### config.mk
export PLATFORM = sky130hd
export DESIGN_NAME = ti_share_compressor
export DESIGN_NICKNAME = d
export VERILOG_FILES = /design/src/rtl/ti_pkg.sv /design/src/rtl/ti_pipe_stage.sv /design/src/rtl/ti_share_compressor.sv
export SDC_FILE = /design/constraint.sdc
export NUM_CORES = 1
export LEC_CHECK = 0
export BUFFER_PORTS_ARGS = -buffer_cell sky130_fd_sc_hd__buf_2
export CAP_MARGIN = 20
export CORE_AREA = 2 2 48 94
export DETAILED_ROUTE_END_ITERATION = 10
export DIE_AREA = 0 0 50 96
export PLACE_DENSITY = 0.71
export SLEW_MARGIN = 20
export SYNTH_ARGS = -nofsm -noshare
export SYNTH_HDL_FRONTEND = slang
export SYNTH_SLANG_ARGS = --single-unit
### constraint.sdc
create_clock -name CLK -period 1.4 [get_ports CLK]
set_input_delay 0.14 -clock CLK [delete_from_list [all_inputs] [get_ports CLK]]
set_output_delay 0.14 -clock CLK [all_outputs]
set_load 0.03 [all_outputs]
### src/rtl/ti_pkg.sv
// Shared constants for the threshold-implementation share datapath:
// default share width, share-group index ranges and the zeroisation value.
package ti_pkg;

  localparam int   W        = 4;
  localparam int   NSH      = 8;
  localparam int   GRP_A_LO = 0;
  localparam int   GRP_A_HI = 3;
  localparam int   GRP_B_LO = 4;
  localparam int   GRP_B_HI = 7;
  localparam logic RST_BIT  = 1'b0;

endpackage

### src/rtl/ti_pipe_stage.sv
// Generic valid/ready register slice with synchronous flush; data holds its
// value when the slot empties so an idle stage introduces no extra toggling.
module ti_pipe_stage
  import ti_pkg::*;
#(
  parameter int DW = 8
) (
  input  logic          CLK,
  input  logic          RSTn,
  input  logic          clr,
  input  logic          in_vld,
  output logic          in_rdy,
  input  logic [DW-1:0] in_dat,
  output logic          out_vld,
  input  logic          out_rdy,
  output logic [DW-1:0] out_dat
);

  logic          vld_r;
  logic [DW-1:0] dat_r;
  logic          load_s;

  assign in_rdy  = !vld_r || out_rdy;
  assign load_s  = in_vld && in_rdy;
  assign out_vld = vld_r;
  assign out_dat = dat_r;

  // Slot register: flush beats load, load beats drain, otherwise hold.
  always_ff @(posedge CLK or negedge RSTn) begin
    if (!RSTn) begin
      vld_r <= 1'b0;
      dat_r <= {DW{RST_BIT}};
    end else if (clr) begin
      vld_r <= 1'b0;
      dat_r <= {DW{RST_BIT}};
    end else if (load_s) begin
      vld_r <= 1'b1;
      dat_r <= in_dat;
    end else if (out_rdy) begin
      vld_r <= 1'b0;
    end else begin
      vld_r <= vld_r;
    end
  end

endmodule

### src/rtl/ti_share_compressor.sv
// Registers the eight refreshed TI shares, then XOR-compresses each group of
// four into one share strictly behind the register boundary.
module ti_share_compressor
  import ti_pkg::*;
#(
  parameter int W = ti_pkg::W
) (
  input  logic         CLK,
  input  logic         RSTn,
  input  logic         clr,
  input  logic [W-1:0] in0,
  input  logic [W-1:0] in1,
  input  logic [W-1:0] in2,
  input  logic [W-1:0] in3,
  input  logic [W-1:0] in4,
  input  logic [W-1:0] in5,
  input  logic [W-1:0] in6,
  input  logic [W-1:0] in7,
  input  logic         i_vld,
  output logic         i_rdy,
  output logic [W-1:0] out_a,
  output logic [W-1:0] out_b,
  output logic         o_vld,
  input  logic         o_rdy,
  output logic [1:0]   occ
);

  logic [NSH*W-1:0] sh_s;
  logic             s1_vld_s;
  logic             adv2_s;
  logic [W-1:0]     xa_s;
  logic [W-1:0]     xb_s;
  logic [2*W-1:0]   s2_dat_s;
  logic             acc_s;
  logic             con_s;
  logic [1:0]       occ_r;

  ti_pipe_stage #(.DW(NSH*W)) u_s1 (
    .CLK     (CLK),
    .RSTn    (RSTn),
    .clr     (clr),
    .in_vld  (i_vld),
    .in_rdy  (i_rdy),
    .in_dat  ({in7, in6, in5, in4, in3, in2, in1, in0}),
    .out_vld (s1_vld_s),
    .out_rdy (adv2_s),
    .out_dat (sh_s)
  );

  // Group folds read only registered shares and never mix group A with B.
  always_comb begin
    xa_s = {W{RST_BIT}};
    xb_s = {W{RST_BIT}};
    for (int g = GRP_A_LO; g <= GRP_A_HI; g++) begin
      xa_s = xa_s ^ sh_s[g*W +: W];
    end
    for (int g = GRP_B_LO; g <= GRP_B_HI; g++) begin
      xb_s = xb_s ^ sh_s[g*W +: W];
    end
  end

  ti_pipe_stage #(.DW(2*W)) u_s2 (
    .CLK     (CLK),
    .RSTn    (RSTn),
    .clr     (clr),
    .in_vld  (s1_vld_s),
    .in_rdy  (adv2_s),
    .in_dat  ({xb_s, xa_s}),
    .out_vld (o_vld),
    .out_rdy (o_rdy),
    .out_dat (s2_dat_s)
  );

  assign out_a = s2_dat_s[W-1:0];
  assign out_b = s2_dat_s[2*W-1:W];

  // A flushed accept is dropped, so it must not count toward occupancy.
  assign acc_s = i_vld && i_rdy;
  assign con_s = o_vld && o_rdy;

  // Occupancy tracks the valid flags edge-for-edge from a dedicated register.
  always_ff @(posedge CLK or negedge RSTn) begin
    if (!RSTn) begin
      occ_r <= 2'd0;
    end else if (clr) begin
      occ_r <= 2'd0;
    end else begin
      case ({acc_s, con_s})
        2'b10:   occ_r <= occ_r + 2'd1;
        2'b01:   occ_r <= occ_r - 2'd1;
        default: occ_r <= occ_r;
      endcase
    end
  end

  assign occ = occ_r;

endmodule

# [Word-level counts from Yosys, hierarchy flattened]
# Cells that the tools add are included.
[word_totals] word_cells=39 reg_bits=44
[classes] eq_ne=2 n_mux=12 reduce_logical=12 n_bitwise=6 n_addsub=2
[op_table] operator="two-way mux 32 bit" count=2
[op_table] operator="bitwise XOR 4 bit" count=6
[op_table] operator="two-way mux 8 bit" count=2
[op_table] operator="nonzero test 3 bit" count=3
[op_table] operator="two-way mux 1 bit" count=6
[op_table] operator="case mux 2 bit (2 select lines)" count=1
[op_table] operator="nonzero test 2 bit" count=2
[op_table] operator="logical AND 1 bit" count=3
[op_table] operator="adder 2 x 1 -> 2 bit, second input constant" count=1
[op_table] operator="equality test 2 x 1 -> 1 bit, second input constant" count=1
[op_table] operator="equality test 2 bit, second input constant" count=1
[op_table] operator="logical NOT 1 bit" count=2
[op_table] operator="logical OR 1 bit" count=2
[op_table] operator="two-way mux 2 bit" count=1
[op_table] operator="subtractor 2 x 1 -> 2 bit, second input constant" count=1

# [Logic depth before layout (Yosys ltp)]
[logic_depth] depth_word=7 depth_mapped=5

# [Modules after synthesis]
# A second synthesis with hierarchy kept.
[unflattened] hier_cells=231 area_unflattened_um2=2456.1
[by_module_without_submodules] mod="ti_pipe_stage at u_s1" area_each_um2=1609.0 instances=1 cells_each=150
[by_module_without_submodules] mod="ti_pipe_stage at u_s2" area_each_um2=486.7 instances=1 cells_each=41
[by_module_without_submodules] mod="ti_share_compressor" area_each_um2=360.3 instances=1 cells_each=40

# [Least setup slack after synthesis]
# No wires, ideal clock.
[synth_timing] path_kind="register to register" start="reg u_s2.vld_r (netlist: u_s2.out_vld)" end="reg u_s1.dat_r[0] (netlist: u_s1.out_dat[0])" stages_incl_launch_ff=5 t_required_ns=1.335 synth_period_minus_slack_ns=1.441 path_buffers=1 slack_ns=-0.041 t_arrival_ns=1.376 path_cell_list="dfrtp_1 > nand3b_4 > a21oi_2 > buf_2 > a22o_1"
[synth_between] elab_chain_len=5
[synth_rtl] item="from (decl)" line_no="ti_pipe_stage.sv:19" text="logic vld_r;"
[synth_rtl] item="from (signal assigned)" line_no="ti_pipe_stage.sv:42" text="vld_r <= vld_r;"
[synth_rtl] item="logical NOT 1 bit" line_no="ti_pipe_stage.sv:23" text="assign in_rdy = !vld_r || out_rdy;"
[synth_rtl] item="logical OR 1 bit (2 in a row)" line_no="ti_pipe_stage.sv:23"
[synth_rtl] item="net i_rdy" line_no="ti_share_compressor.sv:20" text="output logic i_rdy,"
[synth_rtl] item="logical AND 1 bit" line_no="ti_pipe_stage.sv:24" text="assign load_s = in_vld && in_rdy;"
[synth_rtl] item="nonzero test 2 bit (no line)"
[synth_rtl] item="to (signal assigned)" line_no="ti_pipe_stage.sv:32" text="dat_r <= {DW{RST_BIT}};"
[synth_rtl] item="to (signal assigned)" line_no="ti_pipe_stage.sv:35" text="dat_r <= {DW{RST_BIT}};"
[synth_rtl] item="to (signal assigned)" line_no="ti_pipe_stage.sv:38" text="dat_r <= in_dat;"
[synth_rtl] item="to (decl)" line_no="ti_pipe_stage.sv:20" text="logic [DW-1:0] dat_r;"
# The timed path passes the listed nets, and every way through them passes these cells.
# A chain may end at the register's enable or synchronous reset.

# [Worst setup path in the final report]
[layout_timing] start="reg u_s2.vld_r (netlist: u_s2.out_vld)" end="reg u_s1.dat_r[19] (netlist: u_s1.out_dat[19])"
[layout_between] elab_chain_len=5
[layout_rtl] item="logical NOT 1 bit" line_no="ti_pipe_stage.sv:23"
[layout_rtl] item="logical OR 1 bit (2 in a row)" line_no="ti_pipe_stage.sv:23"
[layout_rtl] item="logical AND 1 bit" line_no="ti_pipe_stage.sv:24"
[layout_rtl] item="nonzero test 2 bit (no line)"
# Every way passes these cells.

==> impl_metrics.env <==
export IMPL_pwr_density_cell_mw_per_mm2=1210
export IMPL_total_via_count_after_detailed_routing=1353
export IMPL_syn_inst=146
export IMPL_clk_pin_slew_worst_paths_ns=0.08
export IMPL_least_margin_pin_slew_ns=0.440
export IMPL_floorplan_initialDensity_pct=48.3
export IMPL_most_repeated_cell_in_the_gate_level_netlist_after_synthesis="sky130_fd_sc_hd__dfrtp_1"
export IMPL_crit_end="u_s1.out_dat[19]"
export IMPL_die_height_um=96
export IMPL_critical_path_required_ns=1.63
export IMPL_sw_frac_of_total_pct=24.6
export IMPL_r2r_end="u_s1.out_dat[19]"
export IMPL_timing_critical_path_from="u_s2.out_vld"
export IMPL_synth_seq_area_share_pct=55.8
export IMPL_floorplan_die_width_um=50
export IMPL_grt_pass1_vias=1438
export IMPL_setup_violations_final=0
export IMPL_gp_routability_congestion=0.767
export IMPL_design_area_mm2=0.00240
export IMPL_vias_per_cell=5.39
export IMPL_crit_path_max_incr_delay_ns=0.43
export IMPL_gr_total_overflow=0
export IMPL_number_of_filler_instances_in_the_final_layout=350
export IMPL_power_combinational_fraction_pct=15.7
export IMPL_synth_seq_cells=44
export IMPL_status="finished, final reports clean"
export IMPL_clock_fmax_mhz=782
export IMPL_placement_cell_area_mm2=0.00227
export IMPL_switchingPower_uw=715
export IMPL_ff2ff_path_depth=4
export IMPL_cts_sink_count=44
export IMPL_floorplan_row_count=33
export IMPL_cellInternalPower_mw=2.19
export IMPL_drv_max_cap_violation_count=0
export IMPL_drt_initial_drc_count=23
export IMPL_cpLargestDelayFamily="flip-flops"
export IMPL_core_mm2=0.00409
export IMPL_total_count_of_max_transition_violations_in_the_final_report=0
export IMPL_grt_max_degree=33
export IMPL_diodes=0
export IMPL_buffers_added_on_ports=48
export IMPL_slowest_stage="sky130_fd_sc_hd__dfrtp_2"
export IMPL_cts_buffers=5
export IMPL_share_of_layout_cells_above_drive_strength_1_pct=38.2
export IMPL_wl_per_cell_um=15.3
export IMPL_routed_wl_um=3850
export IMPL_cts_root_buffer_cell="sky130_fd_sc_hd__clkbuf_8"
export IMPL_resized_cells_post_cts=0
export IMPL_ff2ff_setup_slack_ns=0.12
export IMPL_synth_ff_type="sky130_fd_sc_hd__dfrtp_1"
export IMPL_post_cts_hold_buffer_count=1
export IMPL_gr_usage_met2_pct=30.9
export IMPL_timing_hold_worst_class="input port to flop"
export IMPL_tritoncts="built"
export IMPL_peakVddDrop_mv=0.949
export IMPL_timing_critical_path_to_type="flop"
export IMPL_worst_path_stages=4
export IMPL_criticalPathCategory="flop to flop"
export IMPL_grt_resource_usage_total_pct=18.3
export IMPL_grt_pass1_wl_um=6570
export IMPL_antenna_found_initial=0
export IMPL_final_cycle_utilization_of_the_critical_path_pct=91.4
export IMPL_dr_pass1_iters=4
export IMPL_top_level_ports=49
export IMPL_post_layout_min_period_ns=1.28
export IMPL_ff_latch_area_mm2=0.00110
export IMPL_critPathMaxFanout=32
export IMPL_totalNegativeSetupSlack_ns=0
export IMPL_drcViolationCount=0
export IMPL_htree_num_levels=2
export IMPL_die_area_mm2=0.00480
export IMPL_met3_usage_pct=3.73
export IMPL_globalRoute_busiestLayer="met2"
export IMPL_synth_area_mm2=0.00197
export IMPL_cp_cell_sequence="nand3b_4, a21oi_2, buf_4, a22o_1"
export IMPL_critical_path_arrival_ns=1.50
export IMPL_layout_nets=235
export IMPL_hold_violations=0
export IMPL_clk_path_buf_depth=2
export IMPL_syn_mean_instance_area_um2=13.5
export IMPL_crit_reg2reg_launch="u_s2.out_vld"
export IMPL_dpl_hpwl_um=2820
export IMPL_postSynthNetCount=183
export IMPL_synth_area_leader_cell="sky130_fd_sc_hd__dfrtp_1"
export IMPL_clock_power_share_pct=35.6
export IMPL_unrepaired_setup_endpoints_after_global_routing="false"
export IMPL_synth_yosys_warnings=0
export IMPL_postCtsSetupRepairBufs=0
export IMPL_worst_clock_skew_ns=0.00582
export IMPL_synthArstFlopShare_pct=100
export IMPL_synth_top_area_share_pct=55.8
export IMPL_slew_headroom_pct=70.7
export IMPL_startpoint_type="flop"
export IMPL_yosys_cell_types_count=23
export IMPL_cellLeakagePower_nw=1.24
export IMPL_area_delta_synth_final_pct=21.7
export IMPL_final_antenna_net_count=0
export IMPL_synthTopCellsByArea="sky130_fd_sc_hd__dfrtp_1 56%, sky130_fd_sc_hd__a22o_1 14%, sky130_fd_sc_hd__xor2_1 6.2%, sky130_fd_sc_hd__a211oi_2 5.1%, sky130_fd_sc_hd__xnor2_1 4.4%"
export IMPL_p_seq_share_pct=48.7
export IMPL_holdPathStages=2
export IMPL_insertion_delay_of_the_later_clocked_pin_in_the_worst_skew_pair_ns=0.29
export IMPL_crit_buf_inv=1
export IMPL_synth_cells_most_frequent="44 x sky130_fd_sc_hd__dfrtp_1, 32 x sky130_fd_sc_hd__a22o_1, 14 x sky130_fd_sc_hd__xor2_1"
export IMPL_number_of_enable_flip_flop_cells_after_synthesis=0
export IMPL_multi_input_comb_area_um2=781
export IMPL_globalRouteMet1Util_pct=22.3
==> metal layers <==
layer | wire (um) | up-vias
met2 | 2040 | 46
li1 | - | 636
met3 | 161 | 5
met1 | 1590 | 666
met5 | 0 | -
met4 | 61 | 0
==> state kept, by name, summed over array words and instances, names as in the netlist <==
name          count
u_s2.out_vld      1
u_s1.out_vld      1
u_s1.out_dat     32
occ               2
u_s2.out_dat      8
==> per-stage QoR <==
step	cells	setup slack [ns]	utilization, %	total power [mW]	hold WS (ns)
2_1_floorplan	146	0.0848	-	1.74	-0.156
3_3_place_gp	242	0.190	55.4	1.87	0.0893
3_5_place_dp	242	0.118	55.4	1.90	0.101
4_1_cts	251	0.115	58.8	2.94	0.0497
5_1_grt	251	0.0446	58.8	3.06	0.0472
6_report	251	0.121	58.8	2.90	0.0618
==> kinds of logic (layout without fill, tap and decap cells) <==
group / after synthesis / count (layout) / share of synthesized area, %
XOR/XNOR: 24 / 24 / 10.7
flip-flops: 44 / 44 / 55.8
AO/OA/AOI/OAI: 54 / 54 / 23.1
AND/OR/NAND/NOR: 10 / 10 / 4.69
multiplexers: 2 / 2 / 1.14
buffers and inverters: 12 / 65 / 4.63
==> power by group through the flow <==
stage	sequential, mW	clock (mW)	combinational [mW]
floorplan	1.48	0	0.259
global placement	1.43	0	0.443
detailed placement	1.44	0	0.460
CTS	1.41	1.06	0.464
global route	1.43	1.13	0.503
finish	1.41	1.03	0.456
==> worst reg2reg max path, delay by kind of cell (launching register included) <==
kind                   cells  cell delay, ns
flip-flops                 1            0.43
AO/OA/AOI/OAI              2            0.36
AND/OR/NAND/NOR            1            0.11
buffers and inverters      1            0.33
==> layout make-up <==
type / instances / area share [%]
sequential: 44 / 45.9
multi-input combinational: 90 / 32.5
timing repair buffer: 55 / 13.3
clock buffer: 7 / 4.01
tap: 52 / 2.71
clock inverter: 1 / 1.25
inverter: 2 / 0.313
==> cell usage in the layout (no fill, tap or decap) <==
master,count
sky130_fd_sc_hd__buf_4,4
sky130_fd_sc_hd__a21oi_1,11
sky130_fd_sc_hd__nor3b_4,1
sky130_fd_sc_hd__nand3b_4,1
sky130_fd_sc_hd__dlygate4sd3_1,1
sky130_fd_sc_hd__dfrtp_2,1
sky130_fd_sc_hd__and3b_1,1
sky130_fd_sc_hd__a22o_1,32
sky130_fd_sc_hd__a211oi_2,8
sky130_fd_sc_hd__bufinv_16,1
sky130_fd_sc_hd__xor2_1,14
sky130_fd_sc_hd__nor4bb_1,1
sky130_fd_sc_hd__o21ai_1,1
sky130_fd_sc_hd__nand2b_1,1
sky130_fd_sc_hd__and2_4,1
sky130_fd_sc_hd__xnor2_1,10
sky130_fd_sc_hd__nor2b_1,2
sky130_fd_sc_hd__a21oi_2,1
sky130_fd_sc_hd__inv_2,1
sky130_fd_sc_hd__inv_1,1
sky130_fd_sc_hd__nor2_1,2
sky130_fd_sc_hd__a31oi_1,1
sky130_fd_sc_hd__dfrtp_1,43
sky130_fd_sc_hd__mux2_1,2
sky130_fd_sc_hd__buf_12,2
sky130_fd_sc_hd__buf_2,48
sky130_fd_sc_hd__clkbuf_8,7
==> worst min path at each step <==
| stage | startpoint | slack, ns | endpoint |
|---|---|---|---|
| floorplan | RSTn | -0.16 | occ[0] |
| global placement | RSTn | 0.09 | u_s2.out_dat[7] |
| detailed placement | RSTn | 0.10 | u_s2.out_dat[7] |
| CTS | in5[2] | 0.05 | u_s1.out_dat[22] |
| global route | in0[0] | 0.05 | u_s1.out_dat[0] |
| finish | in5[2] | 0.06 | u_s1.out_dat[22] |
Power figures use the tool's default switching activity.
